**config.mk**
```make
export PLATFORM = sky130hd
export DESIGN_NAME = mbus_ext_int_ctrl
export DESIGN_NICKNAME = d
export VERILOG_FILES = /design/src/rtl/mbus_ext_int_ctrl.sv
export SDC_FILE = /design/constraint.sdc
export NUM_CORES = 1
export LEC_CHECK = 0
export CAP_MARGIN = 20
export CORE_AREA = 4 4 41 43
export CTS_CLUSTER_DIAMETER = 120
export DETAILED_ROUTE_END_ITERATION = 8
export DIE_AREA = 0 0 45 47
export GPL_TIMING_DRIVEN = 0
export PLACE_DENSITY = 0.66
export SYNTH_ARGS = -nofsm -noshare
export SYNTH_HDL_FRONTEND = slang
export SYNTH_SLANG_ARGS = --single-unit
export TNS_END_PERCENT = 20
```
**constraint.sdc**
```tcl
create_clock -name CLK -period 2.05 [get_ports CLK]
set_clock_uncertainty 0.05 [all_clocks]
set_input_delay 0.41 -clock CLK [delete_from_list [all_inputs] [get_ports CLK]]
set_output_delay 0.41 -clock CLK [all_outputs]
set_load 0.05 [all_outputs]
```
**src/rtl/mbus_ext_int_ctrl.sv**
```systemverilog
// EXTERNAL_INT request generator for the MBus wire-control stage: holds a layer interrupt
// until the bus is idle, pulls DOUT low until bus clock edges are seen, then acks.
// Optional abort-on-timeout is enabled by defining MBUS_EXT_INT_TIMEOUT_EN.
module mbus_ext_int_ctrl #(
  parameter int unsigned SYNC_STAGES    = 2,
  parameter int unsigned RELEASE_EDGES  = 2,
  parameter int unsigned TIMEOUT_CYCLES = 1024
) (
  input  logic CLK,
  input  logic RESETn,
  input  logic REQ_INT,
  input  logic BUS_BUSY,
  input  logic CLKIN,
  output logic EXTERNAL_INT,
  output logic REQ_ACK,
  output logic REQ_TIMEOUT
);

  if (SYNC_STAGES < 2 || SYNC_STAGES > 4) begin : g_bad_sync_stages
    $error("SYNC_STAGES must be 2..4");
  end
  if (RELEASE_EDGES < 1 || RELEASE_EDGES > 15) begin : g_bad_release_edges
    $error("RELEASE_EDGES must be 1..15");
  end
  if (TIMEOUT_CYCLES < 2 || TIMEOUT_CYCLES > 65535) begin : g_bad_timeout_cycles
    $error("TIMEOUT_CYCLES must be 2..65535");
  end

  typedef enum logic [1:0] {StIdle, StWaitIdle, StAssert, StRelease} state_e;

  localparam logic [3:0] RelEdges = 4'(RELEASE_EDGES);

  state_e                 state_q, state_d;
  logic                   pending_q, pending_d;
  logic [SYNC_STAGES-1:0] sync_q;
  logic                   clkin_prev_q;
  logic                   clk_fall;
  logic [3:0]             edge_cnt_q, edge_cnt_d, edge_cnt_inc;
  logic                   release_hit, timeout_hit, abort;
  logic                   ext_int_q, ack_q, timeout_q;

  // Flops reset high: the bus clock idles high, so reset must not look like a falling edge.
  always_ff @(posedge CLK or negedge RESETn) begin
    if (!RESETn) begin
      sync_q       <= '1;
      clkin_prev_q <= 1'b1;
    end else begin
      sync_q       <= {sync_q[SYNC_STAGES-2:0], CLKIN};
      clkin_prev_q <= sync_q[SYNC_STAGES-1];
    end
  end

  assign clk_fall     = clkin_prev_q & ~sync_q[SYNC_STAGES-1];
  assign edge_cnt_inc = (edge_cnt_q == 4'hf) ? 4'hf : edge_cnt_q + 4'd1;
  assign release_hit  = clk_fall && (edge_cnt_inc >= RelEdges);

`ifdef MBUS_EXT_INT_TIMEOUT_EN
  logic [15:0] tmo_cnt_q, tmo_cnt_d;

  assign timeout_hit = (tmo_cnt_q == 16'(TIMEOUT_CYCLES - 1));

  // Runs only while staying in ASSERT; any other state leaves it at zero for the next entry.
  always_comb begin
    tmo_cnt_d = '0;
    if (state_q == StAssert && state_d == StAssert) tmo_cnt_d = tmo_cnt_q + 16'd1;
  end

  always_ff @(posedge CLK or negedge RESETn) begin
    if (!RESETn) tmo_cnt_q <= '0;
    else         tmo_cnt_q <= tmo_cnt_d;
  end
`else
  assign timeout_hit = 1'b0;
`endif

  always_comb begin
    state_d    = state_q;
    pending_d  = pending_q;
    edge_cnt_d = edge_cnt_q;
    abort      = 1'b0;
    case (state_q)
      StIdle: begin
        if (pending_q) begin
          pending_d = 1'b0;
          state_d   = BUS_BUSY ? StWaitIdle : StAssert;
        end else if (REQ_INT) begin
          pending_d = 1'b1;
        end
      end
      StWaitIdle: begin
        if (!BUS_BUSY) state_d = StAssert;
      end
      StAssert: begin
        if (clk_fall) edge_cnt_d = edge_cnt_inc;
        // A completing edge outranks a coincident timeout.
        if (release_hit) begin
          state_d = StRelease;
        end else if (timeout_hit) begin
          state_d    = StIdle;
          edge_cnt_d = '0;
          abort      = 1'b1;
        end
      end
      StRelease: begin
        edge_cnt_d = '0;
        state_d    = StIdle;
        if (REQ_INT) pending_d = 1'b1;
      end
      default: state_d = StIdle;
    endcase
  end

  always_ff @(posedge CLK or negedge RESETn) begin
    if (!RESETn) begin
      state_q    <= StIdle;
      pending_q  <= 1'b0;
      edge_cnt_q <= '0;
      ext_int_q  <= 1'b0;
      ack_q      <= 1'b0;
      timeout_q  <= 1'b0;
    end else begin
      state_q    <= state_d;
      pending_q  <= pending_d;
      edge_cnt_q <= edge_cnt_d;
      ext_int_q  <= (state_d == StAssert);
      ack_q      <= (state_d == StRelease);
      timeout_q  <= abort;
    end
  end

  assign EXTERNAL_INT = ext_int_q;
  assign REQ_ACK      = ack_q;
  assign REQ_TIMEOUT  = timeout_q;

endmodule

```
==> results of run 1 <==
==> worst reg2reg max path, cell delays in order (launching register included) <==
cell and delay (ps):
dfrtp_1 450, ha_1 290, nor2_1 70, a21o_1 190, a21o_1 160
==> placed cells by master (no fill, tap or decap) <==
| master | n |
|---|---|
| dfrtp_1 | 9 |
| nor2_1 | 6 |
| clkdlybuf4s50_1 | 6 |
| a21oi_1 | 4 |
| nand2_1 | 3 |
| a31oi_1 | 3 |
| clkbuf_4 | 3 |
| dfstp_2 | 3 |
| a21o_1 | 2 |
| inv_1 | 2 |
| and2b_1 | 1 |
| or2_2 | 1 |
| a21boi_0 | 1 |
| and4bb_1 | 1 |
| buf_6 | 1 |
| o21a_1 | 1 |
| or2b_1 | 1 |
| nor3_1 | 1 |
| o32ai_1 | 1 |
| a21boi_1 | 1 |
| and3_1 | 1 |
| a21oi_2 | 1 |
| a221oi_1 | 1 |
| nand3_1 | 1 |
| xnor2_1 | 1 |
| o21ai_0 | 1 |
| nand4_4 | 1 |
| mux2i_1 | 1 |
| ha_1 | 1 |
| buf_4 | 1 |
| conb_1 | 1 |
| clkbuf_1 | 1 |
==> how the worst max path moves through the flow <==
stage	startpoint	endpoint	slack [ps]	cells past startpoint
after floorplan	edge_cnt_q[0]	edge_cnt_q[2]	830	3
after global placement	EXTERNAL_INT	EXTERNAL_INT	480	1
after detailed placement	REQ_ACK	REQ_ACK	490	1
after CTS	EXTERNAL_INT	EXTERNAL_INT	180	1
after global routing	EXTERNAL_INT	EXTERNAL_INT	150	1
final	EXTERNAL_INT	EXTERNAL_INT	190	1
==> registers in the layout, indices dropped and copies added, names as in the netlist <==
signal / count
edge_cnt_q: 4
clkin_prev_q: 1
pending_q: 1
EXTERNAL_INT: 1
REQ_ACK: 1
sync_q: 2
state_q: 2
==> metrics by stage <==
stage                     hold slack [ps]  cells  instance area [sq um]  power [mW]  utilization, %
final                                 310     78                    683        1.04            52.5
after global routing                  320     78                    683        1.12            52.5
after CTS                             313     78                    683        1.04            52.5
after detailed placement              304     74                    657       0.891            50.5
after global placement                297     74                    657       0.892            50.5
after floorplan                      64.4     53                    578       0.780               -
==> metal layers <==
metal	track usage (%)	up-vias	routed length, um
met5	0	-	0
met4	8.77	0	34
met3	2.68	5	51
met2	16.7	9	405
met1	12.9	186	456
li1	-	210	-
==> final cells by class <==
type	count	area, sq um
multi-input cells	37	248
plain buffers	2	18.8
repair buffers	6	60.1
fillers	126	618
clock buffers	4	26.3
well taps	15	18.8
inverters	2	7.51
flip-flops and latches	12	304
==> cells by family after synthesis <==
family / after synthesis
compound gates: 16
xor+xnor: 1
fa+ha+maj: 1
buf+inv: 4
flops: 12
mux: 1
other cells: 1
simple gates: 17
==> power breakdown <==
| group | internal, mW | leakage, nW | switching [mW] |
|---|---|---|---|
| Combinational | 0.210 | 0.147 | 0.249 |
| Sequential | 0.323 | 0.142 | 0.108 |
| Clock | 0.0755 | 0.0150 | 0.0743 |
| Total | 0.608 | 0.304 | 0.431 |
==> run metrics, run 1 <==
outcome complete, no violations; Routed Antenna Nets 0; mux contribution to synthesized area 1.73%; crit-path leading delay family buffers and inverters; Hold/Removal Path Class flop to flop; Setup WS pre-CTS 489 ps; post-synthesis adder-cell area fraction 2.16%; sequential share of the synthesized area 52.6%; # DRC 0; final setup TNS 0 ps; DR vias 410; CP Buf/Inv Count 1; routed wire length 948 um; Layout area overhead 18.2%; Clk pin slew, worst setup/hold paths 70 ps; Post-CTS Setup Inserts 0; detail-routed net length per standard cell 12.2 um; syn nets 59; clk root buf clkbuf_4; R2R Setup Slk 730 ps; H-tree depth 1; actual slew at the worst max-slew pin 522 ps; I/O pin cnt 8; Total Routing Usage GR 10.9%; vias in the first global route 393; layout cells sized above 1 17.5%; Leak 0.304 nW; placer congestion estimate 0.820; Yosys reg bits 12; Synthesis Warnings 0; CP Cell Sequence clkdlybuf4s50_1; CP required 1590 ps; Peak Freq 0.537 GHz; arrival time at the worst endpoint 1400 ps; CP endpoint kind output port; Final Max Tran Viols 0; CTS tree yes; # resized after CTS 0; asr flop ratio synth 100%; commonest cells in the netlist 9 x dfrtp_1, 6 x nor2_1, 4 x a21oi_1; Die X 45 um; PwrDens 1520 nW/um^2; Die Height 47 um; Main synth FF type dfrtp_1; RSZ-0062 raised after global routing false; placement row count 13; clk buf depth 2; Overflow after GRT 0; ANT cells 0; element type at the critical path start flop; post-synthesis simple-gate area fraction 18.2%; Skew-Pair Late Insertion Delay 270 ps; DRT iter0 DRCs 3; Syn Inst Count 53; hold_buf cts 0; synth unique cells 29; hold path start sync_q[0]; PortBufs 6; core area 1300 sq um; Peak VDD IR 0.764 mV; Vias/cell 5.26; first-pass GRT wire length 1580 um; Post-Syn Area 578 sq um; end of the worst register-to-register path EXTERNAL_INT; First-pass DRT Iterations 4; total clock sinks 12; pin count of the biggest net entering global routing 13; area of the die 2120 sq um; number of synthesized flops with an enable pin 0; post-DP HPWL 682 um; Crit Path Class flop to output port; compound-gate portion of the synthesized area 18.6%; max-cap violations 0; min Tclk post-route 1860 ps; initial antenna violation count 0; main combinational cell family by area after synthesis compound AO/OA/AOI/OAI gates; CP max stage cell clkdlybuf4s50_1; Final Worst Setup Slack 188 ps; synthesized area per cell 10.9 sq um; Max-slew headroom 65.1%; top cells by area, synth dfrtp_1 39%, dfstp_2 14%, nor2_1 3.9%; Critical Path Max Stage Delay 790 ps; Tcrit/Tclk final 90.8%; Synth top area share 39.0%; hold path endpoint sync_q[1]; Num CTS Buffers 3; final-stage net count 70; Worst Reg2Reg Path Length in Cells 4; dominant cell type by area after synthesis dfrtp_1; Synth Area in XOR/XNOR 1.52%; top-count cell post-synth dfrtp_1; largest fanout on the critical path 1; Final Setup Violations 0; Reg-to-Reg Start edge_cnt_q[0]; hold path cells 0; Hold Fails Final Rpt 0; Starting Density 44.4%
Note: power is estimated with default switching activity, not from simulation.
==> inputs of run 2 (changes only) <==
--- a/config.mk
+++ b/config.mk
@@ -12,6 +12,7 @@
 export DIE_AREA = 0 0 45 47
 export GPL_TIMING_DRIVEN = 0
 export PLACE_DENSITY = 0.66
+export REMOVE_ABC_BUFFERS = 1
 export SYNTH_ARGS = -nofsm -noshare
 export SYNTH_HDL_FRONTEND = slang
 export SYNTH_SLANG_ARGS = --single-unit
==> run 2 against run 1 <==
Net effect: global-route usage grew 1.5 points; register-to-register slack lost 180 ps; clock power grew 3%; utilization shrank 1.4 points; design area shrank 2.7%; power shrank 0.32%.
==> run metrics, run 2 (synthesis results as in run 1) <==
Final Setup Violations 0; layout cells sized above 1 14.8%; Util after Layout 51.1%; placer congestion estimate 0.735; multi-input logic area 248 sq um; Final Max Tran Viols 0; commonest cells after routing, fill and taps aside 9 x dfrtp_1, 6 x nor2_1, 6 x clkdlybuf4s50_1; CP max stage cell clkdlybuf4s50_1; clk root buf clkbuf_4; # DRC 0; post-DP HPWL 699 um; Setup WS pre-CTS 491 ps; ANT cells 0; Die X 45 um; Leak 0.293 nW; crit-path leading delay family buffers and inverters; Total Routing Usage GR 12.3%; CP Buf/Inv Count 1; Layout area overhead 14.9%; Hold Fails Final Rpt 0; CTS tree yes; Peak Freq 0.541 GHz; pin count of the biggest net entering global routing 13; vias in the first global route 407; Tcrit/Tclk final 90.2%; # resized after CTS 0; largest fanout on the critical path 1; PortBufs 6; Overflow after GRT 0; Critical Path Max Stage Delay 790 ps; clk buf depth 2; First-pass DRT Iterations 4; Final Worst Setup Slack 201 ps; Largest register FFs 4; CP Cell Sequence clkdlybuf4s50_1; initial antenna violation count 0; Vias/cell 5.28; area of the die 2120 sq um; Post-CTS Setup Inserts 0; PwrDens 1560 nW/um^2; Crit Path Class flop to output port; routed wire length 981 um; Skew-Pair Late Insertion Delay 270 ps; Die Height 47 um; cell total after placement 72; DRT iter0 DRCs 4; final setup TNS 0 ps; arrival time at the worst endpoint 1390 ps; CP endpoint kind output port; # fillers 138; actual slew at the worst max-slew pin 517 ps; hold_buf cts 0; I/O pin cnt 8; Num CTS Buffers 3; H-tree depth 1; Routed Antenna Nets 0; final-stage net count 68; Clk pin slew, worst setup/hold paths 70 ps; Max-slew headroom 65.4%; total clock sinks 12; busiest grt layer met2; outcome complete, no violations; met2 Resource Use GR 16.9%; register area 304 sq um; met3 Resource Use GR 2.30%; min Tclk post-route 1850 ps; fin cells 76; Peak VDD IR 0.735 mV; DR vias 401; detail-routed net length per standard cell 12.9 um; RSZ-0062 raised after global routing false; global-route met1 utilization 15.1%; Biggest register edge_cnt_q; Starting Density 44.4%; CP required 1590 ps; max-cap violations 0; commonest non-fill, non-tap cell in the layout dfrtp_1; placement row count 13; element type at the critical path start flop; first-pass GRT wire length 1750 um; biggest regs edge_cnt_q: 4 flops, state_q: 2 flops, sync_q: 2 flops; core area 1300 sq um; Hold/Removal Path Class flop to flop
run 2: metrics by stage:
stage                     area (sq um)  power, mW  hold slack, ps
after global routing               664       1.13             316
after CTS                          664       1.05             310
after detailed placement           638      0.885             300
after floorplan                    559      0.769            64.4
final                              664       1.04             310
after global placement             638      0.875             297
run 2: routing by layer:
layer | routed length [um] | vias to the layer above
met5 | 0 | -
met4 | 30 | 0
met3 | 48 | 4
met2 | 419 | 8
met1 | 483 | 186
li1 | - | 203
run 2: worst paths after layout:
| path | from | endpoint | slack (ps) | cells after the start |
|---|---|---|---|---|
| worst max-delay path | REQ_ACK | REQ_ACK | 200 | 1 |
| worst min-delay path | sync_q[0] | sync_q[1] | 310 | 0 |
| worst max register to register | state_q[0] | EXTERNAL_INT | 550 | 3 |
| worst min register to register | sync_q[0] | sync_q[1] | 310 | 0 |
| max in group asynchronous | RESETn | clkin_prev_q | 1160 | 1 |
| min in group asynchronous | RESETn | pending_q | 420 | 1 |
run 2: final cells by class:
class	count	area share [%]
well taps	15	2.82
multi-input cells	37	37.3
inverters	2	1.13
flip-flops and latches	12	45.8
repair buffers	6	9.04
clock buffers	4	3.95
run 2: report_power, final:
part	total, mW	switching, mW	internal, mW
combinational	0.451	0.251	0.201
sequential	0.431	0.109	0.322
clock	0.154	0.0785	0.0754
